--- config.mk ---
export PLATFORM = sky130hd
export DESIGN_NAME = ir_loader
export DESIGN_NICKNAME = d
export VERILOG_FILES = /design/src/rtl/ir_loader_pkg.sv /design/src/rtl/ir_word_assembler.sv /design/src/rtl/ir_loader.sv
export SDC_FILE = /design/constraint.sdc
export NUM_CORES = 1
export LEC_CHECK = 0
export ABC_CLOCK_PERIOD_IN_PS = 3400
export CELL_PAD_IN_SITES_DETAIL_PLACEMENT = 1
export CELL_PAD_IN_SITES_GLOBAL_PLACEMENT = 1
export CORE_ASPECT_RATIO = 1.4
export CORE_MARGIN = 4
export CORE_UTILIZATION = 25
export CTS_BUF_LIST = sky130_fd_sc_hd__clkbuf_16
export DETAILED_ROUTE_END_ITERATION = 12
export HOLD_SLACK_MARGIN = 0.12
export PLACE_DENSITY = 0.67
export SLEW_MARGIN = 15
export SYNTH_ARGS = -nofsm -noshare
export SYNTH_HDL_FRONTEND = slang
export SYNTH_SLANG_ARGS = --single-unit
--- constraint.sdc ---
create_clock -name clk -period 3.4 [get_ports clk]
set_input_delay 0.85 -clock clk [delete_from_list [all_inputs] [get_ports clk]]
set_output_delay 0.85 -clock clk [all_outputs]
set_load 0.005 [all_outputs]
--- src/rtl/ir_loader_pkg.sv ---
// ir_loader_pkg: shared widths and FSM state encodings for the IR loader
package ir_loader_pkg;
  localparam int DATA_WIDTH = 8;
  localparam int IR_WIDTH = 16;
  localparam int IR_ADDR_WIDTH = 8;
  localparam logic [2:0] LD_IDLE = 3'd0;
  localparam logic [2:0] LD_LEN = 3'd1;
  localparam logic [2:0] LD_COLLECT = 3'd2;
  localparam logic [2:0] LD_WRITE = 3'd3;
  localparam logic [2:0] LD_DONE = 3'd4;
endpackage

--- src/rtl/ir_word_assembler.sv ---
// ir_word_assembler: packs device bytes little-endian into one instruction word
// ports: clk, rst (sync, active-high); clear resets the byte index; load writes
// byte_in into the current lane; word_nx is the word including this cycle's byte;
// last_byte flags that the current lane is the final one of the word.
module ir_word_assembler
  import ir_loader_pkg::*;
#(
  parameter int DW = DATA_WIDTH,
  parameter int IW = IR_WIDTH
) (
  input  logic          clk,
  input  logic          rst,
  input  logic          clear,
  input  logic          load,
  input  logic [DW-1:0] byte_in,
  output logic [IW-1:0] word_nx,
  output logic          last_byte
);
  localparam int NB = IW / DW;
  localparam int IDX_W = NB > 1 ? $clog2(NB) : 1;
  logic [IDX_W-1:0] idx;
  logic [IW-1:0] word;
  assign last_byte = idx == IDX_W'(NB - 1);
  always_comb begin
    word_nx = word;
    word_nx[idx*DW +: DW] = byte_in;
  end
  always_ff @(posedge clk) begin
    if (rst) begin
      idx <= '0;
      word <= '0;
    end else if (clear) begin
      idx <= '0;
    end else if (load) begin
      word <= word_nx;
      idx <= last_byte ? '0 : idx + 1'b1;
    end
  end
endmodule

--- src/rtl/ir_loader.sv ---
// ir_loader: loads a length-prefixed byte stream into the IR regfile, then flags init done
// ports: clk, rst (sync, active-high); i_start begins a load; i_byte/i_byte_valid
// with o_byte_ready form the device byte handshake; o_ir_wr_en/addr/data drive the
// IR regfile write port; o_init_finished holds high after a load; o_busy while loading.
module ir_loader
  import ir_loader_pkg::*;
#(
  parameter int DATA_WIDTH = ir_loader_pkg::DATA_WIDTH,
  parameter int IR_WIDTH = ir_loader_pkg::IR_WIDTH,
  parameter int IR_ADDR_WIDTH = ir_loader_pkg::IR_ADDR_WIDTH
) (
  input  logic                     clk,
  input  logic                     rst,
  input  logic                     i_start,
  input  logic [DATA_WIDTH-1:0]    i_byte,
  input  logic                     i_byte_valid,
  output logic                     o_byte_ready,
  output logic                     o_ir_wr_en,
  output logic [IR_ADDR_WIDTH-1:0] o_ir_wr_addr,
  output logic [IR_WIDTH-1:0]      o_ir_wr_data,
  output logic                     o_init_finished,
  output logic                     o_busy
);
  logic [2:0] state, state_nx;
  logic [IR_ADDR_WIDTH-1:0] cnt, n;
  logic [IR_WIDTH-1:0] word_nx;
  logic last_byte, acc, start_ok, load, clear;
  assign o_byte_ready = state == LD_LEN || state == LD_COLLECT;
  assign o_ir_wr_en = state == LD_WRITE;
  assign o_init_finished = state == LD_DONE;
  assign o_busy = state == LD_LEN || state == LD_COLLECT || state == LD_WRITE;
  assign acc = i_byte_valid && o_byte_ready;
  assign start_ok = i_start && (state == LD_IDLE || state == LD_DONE);
  assign load = acc && state == LD_COLLECT;
  assign clear = start_ok || state == LD_WRITE;
  ir_word_assembler #(.DW(DATA_WIDTH), .IW(IR_WIDTH)) u_asm (
    .clk(clk),
    .rst(rst),
    .clear(clear),
    .load(load),
    .byte_in(i_byte),
    .word_nx(word_nx),
    .last_byte(last_byte)
  );
  always_comb begin
    state_nx = state;
    case (state)
      LD_IDLE, LD_DONE: state_nx = i_start ? LD_LEN : state;
      LD_LEN: state_nx = !acc ? LD_LEN : i_byte == '0 ? LD_DONE : LD_COLLECT;
      LD_COLLECT: state_nx = acc && last_byte ? LD_WRITE : LD_COLLECT;
      LD_WRITE: state_nx = cnt + 1'b1 == n ? LD_DONE : LD_COLLECT;
      default: state_nx = LD_IDLE;
    endcase
  end
  always_ff @(posedge clk) begin
    if (rst) begin
      state <= LD_IDLE;
      cnt <= '0;
      n <= '0;
      o_ir_wr_addr <= '0;
      o_ir_wr_data <= '0;
    end else begin
      state <= state_nx;
      if (start_ok) cnt <= '0;
      if (state == LD_WRITE) cnt <= cnt + 1'b1;
      if (state == LD_LEN && acc) n <= IR_ADDR_WIDTH'(i_byte);
      if (load && last_byte) begin
        o_ir_wr_addr <= cnt;
        o_ir_wr_data <= word_nx;
      end
    end
  end
endmodule

# Word-level counts from Yosys, hierarchy flattened
# Cells that the tools add are included.
classes:
  reduce_logical: 16
  n_addsub: 3
  n_eq_ne: 6
  n_mux: 10
  bitwise_logic: 1
  shift: 2
op_table:
  columns: ["cell", "count"]
  rows:
  - ["negation 4 -> 34 bit", 1]
  - ["variable shift 8 x 34 -> 16 bit (first input constant)", 1]
  - ["indexed part select 8 x 34 -> 16 bit", 1]
  - ["bitwise mux 16 bit", 1]
  - ["2-to-1 mux 8 bit", 2]
  - ["2-to-1 mux 3 bit", 4]
  - ["one-hot mux 3 bit (4 select lines)", 1]
  - ["adder 8 x 1 -> 8 bit (second input constant)", 1]
  - ["equality test 8 bit", 1]
  - ["zero test 8 bit", 1]
  - ["equality test 3 x 2 -> 1 bit (second input constant)", 2]
  - ["logical AND 1 bit", 6]
  - ["logical OR 1 bit", 4]
  - ["OR reduction 2 bit", 2]
  - ["equality test 3 x 1 -> 1 bit (second input constant)", 1]
  - ["equality test 3 bit (second input constant)", 1]
  - ["zero test 3 bit", 1]
  - ["2-to-1 mux 1 bit", 2]
  - ["!= test 2 bit (second input constant)", 1]
  - ["AND reduction 2 bit", 1]
  - ["nonzero test 2 bit", 1]
  - ["adder 1 bit (second input constant)", 1]
  - ["inverter 1 bit", 1]
word_totals:
  ff_bits: 60
  word_cells: 45
  out_inout_bits: 28
  inputBits: 12

# Depth between registers and ports, before layout
# Gate-level depths: netlist of the first run.
depth:
  word_depth: 6
  mapped_depth: 7
  depth_no_buf: 7

# Hierarchy
# Synthesis of the first run repeated with hierarchy kept, for this count alone.
hier_totals:
  hier_cells: 342
  hier_area_um2: 2896.5
modules_own_cells:
  columns: ["mod", "area_each_um2", "cells_per_inst", "instances", "seq_area_each_um2"]
  rows:
  - ["ir_loader", 1983.2, 259, 1, 860.8]
  - ["ir_word_assembler", 913.4, 83, 1, 340.3]

# Least setup slack after synthesis of the first run
# Ideal clock, no wire load.
synth_path:
  path_type: "in2reg"
  from: "input i_byte[4]"
  to: "register state[1]"
  required_time_ns: 3.275
  t_arrival_ns: 1.730
  setup_ns: 0.125
  n_path_buf: 0
  path_slack_ns: 1.545
  path_stages: 5
  path_cell_list: "or4_1 > nor2_1 > nor2_1 > o21ai_0 > a31oi_1"
synth_between:
  elab_chain_cells: 4
synth_lines:
  columns: ["item", "line_no", "source"]
  rows:
  - ["start: declaration", "ir_loader.sv:15", "input logic [DATA_WIDTH-1:0] i_byte,"]
  - ["zero test 8 bit", "ir_loader.sv:49", "LD_LEN: state_nx = !acc ? LD_LEN : i_byte == '0 ? LD_DONE : LD_COLLECT;"]
  - ["2-to-1 mux 3 bit (2 in a row)", "ir_loader.sv:49", null]
  - ["one-hot mux 3 bit (4 select lines)", "ir_loader.sv:47", "case (state)"]
  - ["end signal: assignment", "ir_loader.sv:63", "state <= state_nx;"]
  - ["end: declaration", "ir_loader.sv:24", "logic [2:0] state, state_nx;"]
# No other way between the ends.
# A chain may end at the register's enable or synchronous reset.

# Worst setup path after layout of the first run
layout_path:
  from: "register state[1]"
  to: "output o_ir_wr_en"
layout_between:
  elab_chain_cells: 1
layout_lines:
  columns: ["item", "line_no", "source"]
  rows:
  - ["equality test 3 x 2 -> 1 bit", "ir_loader.sv:29", "assign o_ir_wr_en = state == LD_WRITE;"]
  - ["end: declaration", "ir_loader.sv:18", "output logic o_ir_wr_en,"]
# No other way between the ends.

==> impl_metrics.tcl, run 1 <==
set metrics [dict create \
    clkPwrFrac 0.444 \
    portBuffers 39 \
    synth_area_sq_um 2280 \
    clockRootBuffer "clkbuf_16" \
    clock_tree.buffer_depth 2 \
    die_x_um 88.7 \
    ir_drop_uv 356 \
    row_count 40 \
    cp_slowest_stage_delay_ns 0.57 \
    synth-adder-area-share 0.00549 \
    ys_top_cells_by_count "nand2_1 (71), dfxtp_1 (52), a21oi_1 (43)" \
    coreArea_sq_um 8760 \
    dp_hpwl_um 4810 \
    synth-seq-cells 52 \
    status "finished, final reports clean" \
    synth_most_common_cell "nand2_1" \
    final_hold_viol_count 0 \
    grt_pass1_vias 2171 \
    leakage_nw 0.991 \
    cpMaxStageDelayCell "dfxtp_1" \
    critical_path_buf_inv_count 2 \
    drc 0 \
    grt_pass1_wl_um 10700 \
    fin_crit_ns 2.93 \
    setup_violations 0 \
    max_slew_margin 0.598 \
    placed_area_sq_um 2750 \
    final_nets 332 \
    async_flop_share 0 \
    yosys.cell_types.count 45 \
    drt_iter0_drc 102 \
    path_cells "nor2b_1 > nand2_1 > inv_2 > clkdlybuf4s50_1" \
    end_kind "primary output" \
    hp-class "flip-flop to flip-flop" \
    die_h_um 121 \
    synth-edff-count 0 \
    synth_top_area_share 0.457 \
    post-cts-setup-buffers 0 \
    cts_buffers 5 \
    synthSimpleGateAreaFrac 0.259 \
    cts_tree "done" \
    rsz0062_at_grt "no" \
    initial_utilization 0.260 \
    vias 2077 \
    cp_data_arrival_time_ns 2.08 \
    synth_nets 300 \
    syn_to_final_growth_pct 28.1 \
    ys.flop_type "dfxtp_1" \
    powerDensity_nw_per_um2 451 \
    synth_area_leader_cell "dfxtp_1" \
    period_share 0.861 \
    htree_levels 2 \
    wl_um 6380 \
    power_frac_comb 0.077 \
    grt_max_degree 29 \
    cts-resized-gates 0 \
    cts_sinks 52 \
    p_int_mw 1.01 \
    ant_nets 0 \
    grt_use_total 0.125 \
    synth_compound_area_frac 0.155 \
    avgSynthCellArea_sq_um 7.94 \
    wire_per_inst_um 15.0 \
    fin_tns_setup_ns 0 \
    synth_top_family_by_area "simple AND/OR/NAND/NOR gates" \
    yosys-top-cells-area "dfxtp_1 (46%), nand2_1 (12%), a21oi_1 (9.4%), nor2_1 (4.6%), mux2i_1 (3.5%)" \
    antenna_cells 0 \
    netSwitchingFraction 0.231 \
    io_pins 40 \
    overflow 0 \
    critPathTopFamily "buffers and inverters" \
    antenna_found_initial 0 \
    cap_viol_max_count 0 \
    cts_hold_buffers 0 \
    finalPower_mw 1.32 \
    netlist_instances 287 \
    gp_congestion 0.745 \
    p_switching_mw 0.304 \
    maxSlewViolCount 0 \
    worstSetupPathType "flip-flop to primary output" \
    fmax_mhz 342 \
    finClkSkew_ns 0.00269 \
    fin_area_sq_um 2920 \
    synth_xor_area_frac 0.0379 \
    muxShareOfSynthArea 0.0401 \
    sequentialPowerShare 0.479 \
    insertion_delay_ns 0.29 \
    die_area_sq_um 10700 \
    cp.required_ns 2.55 \
    synth-seq-area-share 0.457 \
    critical_path.max_fanout 12 \
    first_pass_iters 4 \
    viasPerCell 4.89 \
    worst_slew_pin_slew_ns 0.601 \
    fin_hold_ws_ns 0.455 \
    cts.clk_slew.worst_paths_ns 0.07 \
    drive_gt1_frac 0.0656 \
    critical_path.startpoint_type "flip-flop" \
    ys_warn_count 0 \
]
worst register-to-register path: cells and delay by family, from the launching register on:
| kind | cells | cell delay, ns |
|---|---|---|
| compound gates | 3 | 0.56 |
| flops | 1 | 0.38 |
| simple gates | 2 | 0.51 |
| fa+ha+maj | 1 | 0.31 |
cells in the final DEF (no fill, tap or decap), drive strengths merged, types with 2 or more instances in the layout:
| cell | netlist | layout |
|---|---|---|
| a22oi | 2 | 2 |
| nor3 | 3 | 3 |
| clkbuf | 9 | 5 |
| a31oi | 2 | 2 |
| nand4b | 2 | 2 |
| dfxtp | 52 | 52 |
| nand3 | 3 | 3 |
| nor2b | 3 | 3 |
| nand2 | 71 | 71 |
| mux2i | 8 | 8 |
| xnor2 | 5 | 5 |
| o21ai | 8 | 8 |
| or3 | 3 | 3 |
| a21oi | 44 | 44 |
| and2 | 5 | 5 |
| buf | 9 | 5 |
| clkdlybuf4s50 | 0 | 38 |
| nor2 | 28 | 28 |
| inv | 5 | 6 |
| or4 | 3 | 3 |
| xor2 | 4 | 4 |
cell families (layout without fill, tap and decap cells):
family | after synthesis | count (layout)
adder cells (fa/ha/maj) | 1 | 1
AND/OR/NAND/NOR | 130 | 130
XOR/XNOR | 9 | 9
buffers and inverters | 23 | 56
AO/OA/AOI/OAI | 63 | 63
multiplexers | 9 | 9
flip-flops | 52 | 52
routing by layer:
metal / routed length, um / up-vias / global-route usage
li1: - / 1031 / -
met1: 2530 / 1015 / 0.134
met2: 3620 / 25 / 0.240
met3: 144 / 6 / 0.0231
met4: 81 / 0 / 0.0350
met5: 0 / - / 0
final timing paths:
path,from,to,slack [ns],cells past startpoint
setup / recovery,state[1]$_SDFFE_PP0P_,o_ir_wr_en,0.47,4
hold / removal,o_ir_wr_data[1]$_SDFFE_PP0P_,o_ir_wr_data[1]$_SDFFE_PP0P_,0.46,2
setup reg to reg,cnt[0]$_SDFFE_PP0P_,state[2]$_SDFFE_PP0P_,1.54,6
hold reg to reg,o_ir_wr_data[1]$_SDFFE_PP0P_,o_ir_wr_data[1]$_SDFFE_PP0P_,0.46,2
final cells by class:
class	count	area, sq um
Fill cell	1035	5840
Inverter	5	18.8
Clock inverter	3	46.3
Clock buffer	5	125
Tap cell	105	131
Timing Repair Buffer	43	415
Sequential cell	52	1040
Multi-Input combinational cell	212	1140
power by group through the flow:
stage / sequential, mW / clock [mW] / combinational (mW)
CTS: 0.631 / 0.607 / 0.103
finish: 0.631 / 0.584 / 0.101
global route: 0.633 / 0.634 / 0.112
floorplan: 0.637 / 0 / 0.0633
detailed placement: 0.645 / 0 / 0.103
global placement: 0.645 / 0 / 0.100
state kept, by name, indices dropped and copies added (netlist names):
signal / count
o_ir_wr_data: 16
state: 3
cnt: 8
u_asm.last_byte: 1
n: 8
o_ir_wr_addr: 8
u_asm.word: 8
through the flow:
| stage | instances | setup WS, ns | utilization |
|---|---|---|---|
| floorplan | 287 | 1.55 | - |
| global placement | 417 | 0.849 | 0.314 |
| detailed placement | 417 | 0.794 | 0.314 |
| CTS | 425 | 0.464 | 0.333 |
| global route | 425 | 0.319 | 0.333 |
| finish | 425 | 0.472 | 0.333 |
(Power assumes the default switching activity.)
==> run 2: changes to the inputs <==
--- a/config.mk
+++ b/config.mk
@@ -15,6 +15,7 @@
 export DETAILED_ROUTE_END_ITERATION = 12
 export HOLD_SLACK_MARGIN = 0.12
 export PLACE_DENSITY = 0.67
+export REMOVE_ABC_BUFFERS = 1
 export SLEW_MARGIN = 15
 export SYNTH_ARGS = -nofsm -noshare
 export SYNTH_HDL_FRONTEND = slang
==> run 2 against run 1 <==
Effect of this change:
- flip-flop and latch count did not move
- non-clock buffer count rose by 1
- clock skew rose by 0.0024 ns
- final area rose by 0.13%
- cell count rose by 0.24%
- fmax rose by 0.48%
- worst setup slack improved by 0.014 ns
- via count fell by 1.2%
- count of clock-buffer cells in the layout did not move
- sequential power barely moved
- total power fell by 0.69%
- critical endpoint unchanged
- largest cell class unchanged
- highest routed layer unchanged
==> impl_metrics.tcl, run 2 (synthesized netlist as in run 1, its figures left out) <==
set metrics [dict create \
    worst_slew_pin_slew_ns 0.565 \
    fin_tns_setup_ns 0 \
    cp_slowest_stage_delay_ns 0.57 \
    fin_crit_ns 2.91 \
    setup_violations 0 \
    end_kind "primary output" \
    drt_iter0_drc 48 \
    power_frac_comb 0.076 \
    finClkSkew_ns 0.00513 \
    grt_max_degree 28 \
    worst_slack_ns 0.486 \
    p_int_mw 1.01 \
    insertion_delay_ns 0.29 \
    viasPerCell 4.82 \
    fmax_mhz 343 \
    place_inst 418 \
    final_hold_viol_count 0 \
    ir_drop_uv 194 \
    row_count 40 \
    initial_utilization 0.260 \
    die_x_um 88.7 \
    cts.clk_slew.worst_paths_ns 0.07 \
    die_area_sq_um 10700 \
    period_share 0.857 \
    antenna_found_initial 0 \
    dp_hpwl_um 4330 \
    fin_hold_ws_ns 0.454 \
    grt_pass1_vias 2135 \
    grt_use_total 0.117 \
    portBuffers 39 \
    cts-resized-gates 0 \
    worstSetupPathType "flip-flop to primary output" \
    io_pins 40 \
    clockRootBuffer "clkbuf_16" \
    netSwitchingFraction 0.228 \
    largest_register_ffs 16 \
    clkPwrFrac 0.441 \
    critical_path.max_fanout 12 \
    antenna_cells 0 \
    leakage_nw 0.996 \
    coreArea_sq_um 8760 \
    cts_sinks 52 \
    cap_viol_max_count 0 \
    first_pass_iters 4 \
    post-cts-setup-buffers 0 \
    rsz0062_at_grt "no" \
    ant_nets 0 \
    vias 2052 \
    cts_tree "done" \
    cp_data_arrival_time_ns 2.06 \
    status "finished, final reports clean" \
    layout_commonest_cell "nand2_1" \
    finalPower_mw 1.31 \
    fin_cells 426 \
    wire_per_inst_um 14.0 \
    max_slew_margin 0.622 \
    hp-class "flip-flop to flip-flop" \
    path_cells "nor2b_1 > nand2_1 > inv_2 > clkdlybuf4s50_1" \
    htree_levels 2 \
    cts_buffers 5 \
    pre_cts_ws_ns 0.791 \
    die_h_um 121 \
    critPathTopFamily "buffers and inverters" \
    cp.required_ns 2.55 \
    sequentialPowerShare 0.483 \
    layout_common_cells "nand2_1 (71), dfxtp_1 (52), a21oi_1 (43)" \
    syn_to_final_growth_pct 28.3 \
    regMostFlops "o_ir_wr_data" \
    drc 0 \
    overflow 0 \
    gp_congestion 0.737 \
    clock_tree.buffer_depth 2 \
    final_nets 333 \
    cts_hold_buffers 0 \
    p_switching_mw 0.298 \
    critical_path.startpoint_type "flip-flop" \
    critical_path_buf_inv_count 2 \
    cpMaxStageDelayCell "dfxtp_1" \
    wl_um 5950 \
    grt_pass1_wl_um 10100 \
    powerDensity_nw_per_um2 447 \
    maxSlewViolCount 0 \
    drive_gt1_frac 0.0654 \
]
run 2: through the flow:
| step | cell area [sq um] | util |
|---|---|---|
| final | 2920 | 0.334 |
| after global routing | 2920 | 0.334 |
| after CTS | 2920 | 0.334 |
| after detailed placement | 2760 | 0.315 |
| after global placement | 2760 | 0.315 |
| after floorplan | 2190 | - |
run 2: final cells by class:
cell class,instances,area [sq um]
sequential,52,1040
timing repair buffer,44,423
clock inverter,3,42.5
tap,105,131
multi-input combinational,212,1140
fill,1039,5840
clock buffer,5,125
inverter,5,18.8
run 2: power by group through the flow:
stage                     combinational (mW)  clock, mW  sequential (mW)
after floorplan                       0.0507          0            0.641
after global placement                0.0997          0            0.644
after detailed placement               0.101          0            0.645
after CTS                              0.102      0.595            0.631
after global routing                   0.112      0.622            0.632
final                                 0.0997      0.577            0.631
run 2: worst register-to-register path: stages (launching register included):
cell and delay, ns:
dfxtp_1 0.39, ha_1 0.32, and3b_1 0.19, or3_1 0.36
a31oi_1 0.17, a21oi_1 0.09, a41o_1 0.25
run 2: final timing paths:
path / startpoint / endpoint / slack, ns / depth (start not counted)
min: o_ir_wr_addr[6]$_SDFFE_PP0P_ / o_ir_wr_addr[6]$_SDFFE_PP0P_ / 0.45 / 2
min reg2reg: o_ir_wr_addr[6]$_SDFFE_PP0P_ / o_ir_wr_addr[6]$_SDFFE_PP0P_ / 0.45 / 2
max: state[1]$_SDFFE_PP0P_ / o_ir_wr_en / 0.49 / 4
max reg2reg: cnt[0]$_SDFFE_PP0P_ / state[2]$_SDFFE_PP0P_ / 1.54 / 6
run 2: routing by layer:
layer,GRT usage,up-vias,routed length (um)
met1,0.138,985,2640
met2,0.211,28,3060
met5,0,-,0
met4,0.0331,0,73
li1,-,1030,-
met3,0.0231,9,172
==> run 3: changes to the inputs <==
--- a/config.mk
+++ b/config.mk
@@ -16,7 +16,7 @@
 export HOLD_SLACK_MARGIN = 0.12
 export PLACE_DENSITY = 0.67
 export REMOVE_ABC_BUFFERS = 1
-export SLEW_MARGIN = 15
+export SLEW_MARGIN = 20
 export SYNTH_ARGS = -nofsm -noshare
 export SYNTH_HDL_FRONTEND = slang
 export SYNTH_SLANG_ARGS = --single-unit
==> results of run 3 <==
Same layout as run 2: the final DEF is identical, and so are final timing and power.
